[config.mk]
export PLATFORM = sky130hd
export DESIGN_NAME = ff_pipe_arbiter
export DESIGN_NICKNAME = d
export VERILOG_FILES = /design/src/rtl/ff_pipe_pkg.sv /design/src/rtl/ff_pipe_rr_pick.sv /design/src/rtl/ff_pipe_arbiter.sv
export SDC_FILE = /design/constraint.sdc
export NUM_CORES = 1
export LEC_CHECK = 0
export CORE_MARGIN = 3
export CORE_UTILIZATION = 55
export CTS_CLUSTER_SIZE = 40
export DETAILED_ROUTE_END_ITERATION = 8
export GPL_ROUTABILITY_DRIVEN = 0
export GPL_TIMING_DRIVEN = 0
export PLACE_DENSITY = 0.79
export SYNTH_ARGS = -nofsm -noshare
export SYNTH_HDL_FRONTEND = slang
export SYNTH_SLANG_ARGS = --single-unit
[constraint.sdc]
create_clock -name clk -period 4.5 [get_ports clk]
set_input_delay 1.125 -clock clk [delete_from_list [all_inputs] [get_ports clk]]
set_output_delay 1.125 -clock clk [all_outputs]
set_load 0.01 [all_outputs]
[src/rtl/ff_pipe_pkg.sv]
// Shared types and helpers for the ff_pipe_arbiter slice.
// Combinational helpers only; no latency.
// No flow control.
package ff_pipe_pkg;

    typedef enum logic [1:0] {
        IDLE  = 2'd0,
        RUN   = 2'd1,
        DRAIN = 2'd2
    } state_t;

    localparam state_t RST_STATE = IDLE;
    localparam logic   RST_BIT   = 1'b0;

    function automatic int owner_w(input int nreq);
        return (nreq > 2) ? $clog2(nreq) : 1;
    endfunction

    // Wraps at nreq so the pointer never reaches nreq for non-power-of-2 counts.
    function automatic int next_idx(input int idx, input int nreq);
        return (idx >= nreq - 1) ? 0 : idx + 1;
    endfunction

endpackage

[src/rtl/ff_pipe_rr_pick.sv]
// Rotate-priority picker: first asserted request at or after i_ptr, wrapping at NREQ.
// Purely combinational, zero latency.
// No backpressure; the caller gates the grant.
module ff_pipe_rr_pick #(
    parameter int NREQ  = 4,
    parameter int IDX_W = 2
) (
    input  logic [NREQ-1:0]  i_req,
    input  logic [IDX_W-1:0] i_ptr,
    output logic [NREQ-1:0]  o_gnt,
    output logic [IDX_W-1:0] o_idx,
    output logic             o_vld
);

    localparam int SW = IDX_W + 1;

    logic [SW-1:0] w_sum;

    always_comb begin
        o_gnt = '0;
        o_idx = '0;
        o_vld = 1'b0;
        w_sum = '0;
        for (int k = 0; k < NREQ; k++) begin
            w_sum = {1'b0, i_ptr} + SW'(k);
            if (w_sum >= SW'(NREQ)) begin
                w_sum = w_sum - SW'(NREQ);
            end
            if (!o_vld && i_req[w_sum[IDX_W-1:0]]) begin
                o_vld                     = 1'b1;
                o_idx                     = w_sum[IDX_W-1:0];
                o_gnt[w_sum[IDX_W-1:0]]   = 1'b1;
            end
        end
    end

endmodule

[src/rtl/ff_pipe_arbiter.sv]
// Round-robin share of a DEPTH-stage bit pipeline; FFPA_BURST_LOCK_EN adds burst locking.
// Latency: a bit presented with its grant in cycle c is at q in cycle c+DEPTH (advancing cycles).
// Backpressure: en=0 stalls every stage and withholds grants; drain_req/flush also withhold grants.
module ff_pipe_arbiter
    import ff_pipe_pkg::*;
#(
    parameter int NREQ      = 4,
    parameter int DEPTH     = 5,
    parameter int BURST_LEN = 4,
    localparam int OWNER_W  = owner_w(NREQ)
) (
    input  logic               clk,
    input  logic               async_reset_n,
    input  logic               en,
    input  logic [NREQ-1:0]    req,
    input  logic [NREQ-1:0]    din,
    output logic [NREQ-1:0]    gnt,
    input  logic               drain_req,
    input  logic               flush,
    output logic               q,
    output logic               q_valid,
    output logic [OWNER_W-1:0] q_owner,
    output logic               busy,
    output logic               drained
);

    logic [DEPTH-1:0]               r_vld;
    logic [DEPTH-1:0]               r_dat;
    logic [DEPTH-1:0][OWNER_W-1:0]  r_own;
    state_t                         r_state;
    logic [OWNER_W-1:0]             r_ptr;

    logic [NREQ-1:0]    w_pick_gnt;
    logic [OWNER_W-1:0] w_pick_idx;
    logic               w_pick_vld;
    logic               w_allow;
    logic               w_acc;
    logic               w_busy;
    logic               w_dat_in;
    logic [OWNER_W-1:0] w_own_in;

    ff_pipe_rr_pick #(
        .NREQ  (NREQ),
        .IDX_W (OWNER_W)
    ) u_pick (
        .i_req (req),
        .i_ptr (r_ptr),
        .o_gnt (w_pick_gnt),
        .o_idx (w_pick_idx),
        .o_vld (w_pick_vld)
    );

    // Reset is folded in so gnt drops the instant reset asserts.
    assign w_allow  = async_reset_n && en && !flush && !drain_req && (r_state != DRAIN);
    assign gnt      = w_allow ? w_pick_gnt : '0;
    assign w_acc    = w_allow && w_pick_vld;
    assign w_dat_in = w_acc & din[w_pick_idx];
    assign w_own_in = w_acc ? w_pick_idx : '0;

    assign w_busy   = |r_vld;
    assign busy     = w_busy;
    assign q        = r_dat[DEPTH-1];
    assign q_valid  = r_vld[DEPTH-1];
    assign q_owner  = r_own[DEPTH-1];
    assign drained  = (r_state == DRAIN) && en && !flush && !w_busy;

    always_ff @(posedge clk or negedge async_reset_n) begin
        if (!async_reset_n) begin
            r_vld <= '0;
            r_dat <= '0;
            r_own <= '0;
        end else if (flush) begin
            r_vld <= '0;
        end else if (en) begin
            r_vld <= {r_vld[DEPTH-2:0], w_acc};
            r_dat <= {r_dat[DEPTH-2:0], w_dat_in};
            r_own <= {r_own[DEPTH-2:0], w_own_in};
        end
    end

    always_ff @(posedge clk or negedge async_reset_n) begin
        if (!async_reset_n) begin
            r_state <= RST_STATE;
        end else if (flush) begin
            r_state <= IDLE;
        end else if (en) begin
            case (r_state)
                IDLE: begin
                    if (drain_req)  r_state <= DRAIN;
                    else if (w_acc) r_state <= RUN;
                end
                RUN: begin
                    if (drain_req)              r_state <= DRAIN;
                    else if (!w_busy && !w_acc) r_state <= IDLE;
                end
                DRAIN: begin
                    if (!w_busy) r_state <= IDLE;
                end
                default: r_state <= IDLE;
            endcase
        end
    end

`ifdef FFPA_BURST_LOCK_EN
    localparam int CNT_W = $clog2(BURST_LEN + 1);

    logic [CNT_W-1:0] r_cnt;
    logic [CNT_W-1:0] w_cnt_nxt;

    // A grant away from the locked owner means that owner dropped its request: start a fresh burst.
    assign w_cnt_nxt = (w_pick_idx == r_ptr) ? r_cnt + CNT_W'(1) : CNT_W'(1);

    always_ff @(posedge clk or negedge async_reset_n) begin
        if (!async_reset_n) begin
            r_ptr <= '0;
            r_cnt <= '0;
        end else if (flush) begin
            r_cnt <= '0;
        end else if (en) begin
            if (w_acc) begin
                if (int'(w_cnt_nxt) >= BURST_LEN) begin
                    r_ptr <= OWNER_W'(next_idx(int'(w_pick_idx), NREQ));
                    r_cnt <= '0;
                end else begin
                    r_ptr <= w_pick_idx;
                    r_cnt <= w_cnt_nxt;
                end
            end else if ((r_cnt != '0) && !req[r_ptr]) begin
                r_ptr <= OWNER_W'(next_idx(int'(r_ptr), NREQ));
                r_cnt <= '0;
            end
        end
    end
`else
    always_ff @(posedge clk or negedge async_reset_n) begin
        if (!async_reset_n) begin
            r_ptr <= '0;
        end else if (w_acc) begin
            r_ptr <= OWNER_W'(next_idx(int'(w_pick_idx), NREQ));
        end
    end
`endif

endmodule
==> impl_metrics.env, run 1 <==
export IMPL_design_power_total_uw=975
export IMPL_synth_cells=148
export IMPL_viasPerCell=6.10
export IMPL_worst_hold_slack_ns=0.506
export IMPL_num_clock_sinks=24
export IMPL_numPortBuffers=19
export IMPL_synth_warnings=0
export IMPL_setup_viol=0
export IMPL_power_static_leakage_nw=0.859
export IMPL_synth_largest_area_cell="sky130_fd_sc_hd__dfrtp_1"
export IMPL_globalRouteMet3Util_pct=5.01
export IMPL_ioPinCount=23
export IMPL_clock_latency_ns=0.32
export IMPL_holdCritPathClass="flip-flop to flip-flop"
export IMPL_cp_start_kind="input pin"
export IMPL_detail_route_wl_per_cell_um=16.4
export IMPL_cts_root_buffer_cell="sky130_fd_sc_hd__clkbuf_4"
export IMPL_synth_cell_type_count=37
export IMPL_core_area_sq_um=2590
export IMPL_arrival_ns=3.20
export IMPL_critPathKind="input pin to output port"
export IMPL_fmax_ghz=0.231
export IMPL_wl_mm=3.31
export IMPL_antenna_diode_count=0
export IMPL_die_y_um=59.4
export IMPL_end_kind="output port"
export IMPL_syn_num_nets=169
export IMPL_setup_tns_ns=0
export IMPL_maxCapViolations=0
export IMPL_finalClockSkew_ns=0.00975
export IMPL_slew_viol_final=0
export IMPL_area_growth_pct=18.1
export IMPL_dp_hpwl_mm=2.34
export IMPL_place_area_sq_um=1800
export IMPL_ir_drop_v=0.000401
export IMPL_antenna_found_initial=0
export IMPL_finalCoreUtilization_pct=71.5
export IMPL_detailedPlace_worstSlack_ns=-0.336
export IMPL_postSynthRegisterBits=24
export IMPL_grt_overflow=0
export IMPL_initial_detailed_routing_violation_count=73
export IMPL_final_nets=193
export IMPL_synth_area_sq_um=1570
export IMPL_final_instance_count_excl_fill=201
export IMPL_dp_cells=197
export IMPL_core_rowCount=18
export IMPL_cp_max_fo=10
export IMPL_cellPowerDensity_nw_per_um2=526
export IMPL_worst_slew_pin_transition_ns=0.621
export IMPL_share_of_final_layout_standard_cells_stronger_than_drive_strength_1_pct=22.2
export IMPL_total_via_count_after_detailed_routing=1226
export IMPL_final_area_sq_um=1850
export IMPL_die_outline_width_um=59.4
export IMPL_synthArstFlopShare_pct=100
export IMPL_wire_length_of_the_first_global_routing_pass_mm=5.51
export IMPL_finalWorstPathRequiredPeriod_ns=4.33
export IMPL_cp_required_ns=3.38
export IMPL_grt_use_met1_pct=25.2
export IMPL_grt_busiest_layer="met2"
export IMPL_seq_area_frac_synth_pct=38.3
export IMPL_hold_violations=0
export IMPL_ant_nets=0
export IMPL_cts_htree_levels=1
export IMPL_clk_pin_slew_ns=0.14
export IMPL_synthDominantCellAreaShare_pct=38.3
export IMPL_yosysMostFrequentCell="sky130_fd_sc_hd__dfrtp_1"
export IMPL_fp_dieArea_sq_um=3530
export IMPL_timing_slew_headroom_pct=58.6
export IMPL_synth_area_leaders="sky130_fd_sc_hd__dfrtp_1, sky130_fd_sc_hd__mux2_2, sky130_fd_sc_hd__ha_1"
export IMPL_synth_top_cells_by_count="sky130_fd_sc_hd__dfrtp_1, sky130_fd_sc_hd__nor2_1, sky130_fd_sc_hd__mux2_2"
export IMPL_groute_usage_overall_pct=20.8
export IMPL_route_detailed_drc=0
export IMPL_initial_core_util_pct=60.6
export IMPL_synth_edff_count=0
export IMPL_cts_hold_buffers=0
export IMPL_postLayoutSetupSlackWorst_ns=0.174
export IMPL_cts_buffers=3
export IMPL_drt_pass1_iterations=5
export IMPL_pin_count_of_the_biggest_net_entering_global_routing=26
export IMPL_first_global_vias=1260
export IMPL_grt_met2_usage_pct=35.9
export IMPL_cts_tree="yes"
export IMPL_yosys_most_used_dff="sky130_fd_sc_hd__dfrtp_1"
export IMPL_clock_tree_buffer_depth=2
export IMPL_post_route_period_util_pct=96.1
export IMPL_status="complete, no violations"
export IMPL_post_synth_cell_area_avg_sq_um=10.6
## report_power, final
group / internal [mW] / switching [mW]
logic: 0.254 / 0.249
clock network: 0.0901 / 0.0664
registers: 0.269 / 0.0469
total: 0.612 / 0.362
## worst paths after layout
kind | startpoint | endpoint | slack, ns | depth (start not counted)
max | req[1] | gnt[3] | 0.17 | 8
min | r_own[1]$_DFFE_PN0P_ | r_own[1]$_DFFE_PN0P_ | 0.51 | 2
max reg2reg | r_ptr[0]$_DFFE_PN0P_ | r_dat[0]$_DFFE_PN0P_ | 1.82 | 9
min reg2reg | r_own[1]$_DFFE_PN0P_ | r_own[1]$_DFFE_PN0P_ | 0.51 | 2
max in group asynchronous | async_reset_n | r_ptr[0]$_DFFE_PN0P_ | 3.17 | 1
min in group asynchronous | async_reset_n | r_own[3]$_DFFE_PN0P_ | 0.89 | 1
## critical path, cell delays in order
cell and delay, ns:
sky130_fd_sc_hd__dlygate4sd2_1 0.34, sky130_fd_sc_hd__mux4_2 0.52, sky130_fd_sc_hd__nor2b_4 0.17, sky130_fd_sc_hd__a22oi_1 0.17, sky130_fd_sc_hd__nor2_1 0.06, sky130_fd_sc_hd__a221oi_1 0.25
sky130_fd_sc_hd__nor2_1 0.07, sky130_fd_sc_hd__clkdlybuf4s50_1 0.49
## cells by family (layout without fill, tap and decap cells)
logic type / count (synthesis) / after routing / share of synthesized area, %
mux: 21 / 21 / 17.5
compound gates: 26 / 26 / 13.2
buf+inv: 15 / 38 / 5.98
simple gates: 51 / 51 / 17.0
xor+xnor: 3 / 3 / 1.67
fa+ha+maj: 8 / 8 / 6.38
flops: 24 / 24 / 38.3
## cell type report
type	count	area, sq um
multi-input cells	109	875
fillers	191	737
clock inverters	1	30.0
plain buffers	11	80.1
flip-flops and latches	24	602
well taps	30	37.5
inverters	4	15.0
clock buffers	3	22.5
repair buffers	19	191
## layout by cell type, fill, tap and decap left out, drive strengths merged, types with 2 or more instances in the layout
cell type / synthesis / layout
nor2b: 4 / 4
buf: 9 / 9
xnor2: 3 / 3
clkbuf: 2 / 5
mux4: 4 / 4
ha: 8 / 8
nor2: 21 / 21
dlygate4sd2: 0 / 2
a221oi: 5 / 5
a22oi: 4 / 4
o21ai: 7 / 7
mux2i: 5 / 5
dfrtp: 24 / 24
mux2: 12 / 12
nand2: 10 / 10
nand2b: 4 / 4
a21oi: 2 / 2
nor3b: 2 / 2
nor3: 2 / 2
and2: 2 / 2
and3b: 2 / 2
inv: 4 / 4
clkdlybuf4s50: 0 / 15
## state kept, by name, summed over array words and instances (netlist names)
signal and flops:
q_owner 2, r_dat 5, r_own 8, r_ptr 2, r_state 2, r_vld 5
## metal layers
metal	share of wire [%]	wire length [um]	vias to the layer above
met2	51	1700	55
li1	-	-	571
met1	41	1350	587
met4	1.8	58	0
met5	0	0	-
met3	6.0	198	13
## repair_timing
action                     in CTS  in global routing
setup buffers                   0                  0
pin swaps                       0                  0
setup endpoints to repair       4                  4
resized for setup               5                  5
No activity file was read; power rests on OpenSTA's default activity.
==> run 2: changes to the inputs <==
CORE_MARGIN = default   (was 3)
==> impl_metrics.env, run 2 (synthesis gave the netlist of run 1 again) <==
export IMPL_status="complete, no violations"
export IMPL_post_route_period_util_pct=96.1
export IMPL_clock_power_share_pct=16.2
export IMPL_clock_tree_buffer_depth=2
export IMPL_cts_buffers=3
export IMPL_critPathKind="input pin to output port"
export IMPL_ant_nets=0
export IMPL_final_nets=192
export IMPL_pin_count_of_the_biggest_net_entering_global_routing=26
export IMPL_comb_power_share_pct=50.3
export IMPL_proportion_of_power_drawn_by_flip_flops_and_latches_pct=33.5
export IMPL_grt_use_met1_pct=26.5
export IMPL_final_instance_count_excl_fill=201
export IMPL_die_outline_width_um=55.4
export IMPL_clock_latency_ns=0.32
export IMPL_ioPinCount=23
export IMPL_num_clock_sinks=24
export IMPL_fp_dieArea_sq_um=3070
export IMPL_cp_max_fo=10
export IMPL_max_stage_delay_ns=0.53
export IMPL_wire_length_of_the_first_global_routing_pass_mm=5.11
export IMPL_rsz_0062_raised_after_global_routing="false"
export IMPL_detail_route_wl_per_cell_um=14.8
export IMPL_cts_htree_levels=1
export IMPL_dp_cells=198
export IMPL_slew_viol_final=0
export IMPL_power_static_leakage_nw=0.853
export IMPL_postLayoutSetupSlackWorst_ns=0.177
export IMPL_final_common_cell="sky130_fd_sc_hd__dfrtp_1"
export IMPL_first_global_vias=1145
export IMPL_groute_usage_overall_pct=20.9
export IMPL_antenna_diode_count=0
export IMPL_grt_met2_usage_pct=36.0
export IMPL_clk_pin_slew_ns=0.12
export IMPL_globalRouteMet3Util_pct=2.81
export IMPL_largest_registers="r_own (8), r_dat (5), r_vld (5)"
export IMPL_largest_register="r_own"
export IMPL_finalWorstPathRequiredPeriod_ns=4.32
export IMPL_initial_detailed_routing_violation_count=39
export IMPL_timing_slew_headroom_pct=61.1
export IMPL_total_via_count_after_detailed_routing=1211
export IMPL_numPortBuffers=19
export IMPL_highest_count_cells_in_the_layout_ignoring_fill_and_taps="sky130_fd_sc_hd__dfrtp_1, sky130_fd_sc_hd__nor2_1, sky130_fd_sc_hd__clkdlybuf4s50_1, sky130_fd_sc_hd__mux2_2, sky130_fd_sc_hd__nand2_1"
export IMPL_core_rowCount=19
export IMPL_holdCritPathClass="flip-flop to flip-flop"
export IMPL_design_power_total_uw=962
export IMPL_cp_required_ns=3.38
export IMPL_crit_chain="dlygate4sd2_1, mux4_2, nor2b_4, a22oi_1, nor2_1, a221oi_1, nor2_1, clkdlybuf4s50_1"
export IMPL_fmax_ghz=0.231
export IMPL_finalCoreUtilization_pct=67.7
export IMPL_cts_root_buffer_cell="sky130_fd_sc_hd__clkbuf_4"
export IMPL_crit_path_top_delay_cell="sky130_fd_sc_hd__mux4_2"
export IMPL_route_detailed_drc=0
export IMPL_detailedPlace_worstSlack_ns=-0.306
export IMPL_ir_drop_v=0.000473
export IMPL_area_growth_pct=17.9
export IMPL_share_of_final_layout_standard_cells_stronger_than_drive_strength_1_pct=22.4
export IMPL_dp_hpwl_mm=2.21
export IMPL_power_switching_uw=352
export IMPL_setup_viol=0
export IMPL_maxCapViolations=0
export IMPL_arrival_ns=3.20
export IMPL_antenna_found_initial=0
export IMPL_cts_tree="yes"
export IMPL_power_internal_uw=610
export IMPL_crit_path_frequent_cell="sky130_fd_sc_hd__nor2_1"
export IMPL_cts_hold_buffers=0
export IMPL_p_sw_share_pct=36.6
export IMPL_end_kind="output port"
export IMPL_die_y_um=55.4
export IMPL_largest_register_ffs=8
export IMPL_worst_slew_pin_transition_ns=0.583
export IMPL_viasPerCell=6.02
export IMPL_grt_busiest_layer="met2"
export IMPL_drt_pass1_iterations=4
export IMPL_finalClockSkew_ns=0.00657
export IMPL_wl_mm=2.97
export IMPL_initial_core_util_pct=57.4
export IMPL_hold_violations=0
export IMPL_cp_start_kind="input pin"
export IMPL_worst_hold_slack_ns=0.499
export IMPL_cellPowerDensity_nw_per_um2=520
export IMPL_grt_overflow=0
export IMPL_core_area_sq_um=2730
run 2: changes by cell type in the layout (fill, tap and decap cells not counted):
cell | previous run | this run
sky130_fd_sc_hd__clkbuf_2 | 1 | 0
sky130_fd_sc_hd__dfrtp_1 | 23 | 22
sky130_fd_sc_hd__dfrtp_2 | 1 | 2
run 2: repair_timing:
action	4_1_cts	5_1_grt
gates resized for setup	6	3
gates cloned	0	0
buffers inserted	0	0
endpoints found under the setup margin	4	4
pin swaps	0	0
run 2: layout make-up:
| cell class | instances | area [sq um] |
|---|---|---|
| Tap cell | 31 | 38.8 |
| Inverter | 4 | 15.0 |
| Clock inverter | 1 | 30.0 |
| Multi-Input combinational cell | 109 | 875 |
| Clock buffer | 3 | 22.5 |
| Buffer | 10 | 75.1 |
| Sequential cell | 24 | 603 |
| Fill cell | 216 | 883 |
| Timing Repair Buffer | 19 | 191 |
run 2: metrics by stage:
step / TNS [ns] / instance area, sq um
final: 0 / 1850
after global routing: 0 / 1850
after CTS: 0 / 1850
after detailed placement: -1.19 / 1800
after global placement: -1.15 / 1800
after floorplan: 0 / 1570
run 2: path summary, 6_finish.rpt:
kind / endpoint / depth (start not counted) / slack, ns / from
max: gnt[2] / 8 / 0.18 / req[1]
min: r_own[0]$_DFFE_PN0P_ / 2 / 0.50 / r_own[0]$_DFFE_PN0P_
max reg2reg: r_ptr[1]$_DFFE_PN0P_ / 9 / 1.87 / r_ptr[0]$_DFFE_PN0P_
min reg2reg: r_own[0]$_DFFE_PN0P_ / 2 / 0.50 / r_own[0]$_DFFE_PN0P_
max in group asynchronous: r_ptr[1]$_DFFE_PN0P_ / 1 / 3.21 / async_reset_n
min in group asynchronous: q_owner[1]$_DFFE_PN0P_ / 1 / 0.87 / async_reset_n
run 2: worst max-delay path: cells and delay by family:
family	cells	cell delay, ns
compound gates	2	0.40
buf+inv	2	0.82
mux	1	0.53
simple gates	3	0.32
run 2: per-layer routing:
metal | vias to the layer above | wire (um) | part of all wire [%]
met4 | 0 | 55 | 1.9
li1 | 573 | - | -
met1 | 605 | 1280 | 43
met5 | - | 0 | 0
met2 | 28 | 1530 | 52
met3 | 5 | 100 | 3.4
run 2: power groups by stage:
stage | registers (mW) | clock network, mW | logic (mW)
6_report | 0.322 | 0.156 | 0.484
5_1_grt | 0.332 | 0.166 | 0.531
2_1_floorplan | 0.306 | 0 | 0.384
4_1_cts | 0.314 | 0.158 | 0.496
3_3_place_gp | 0.314 | 0 | 0.472
3_5_place_dp | 0.319 | 0 | 0.492
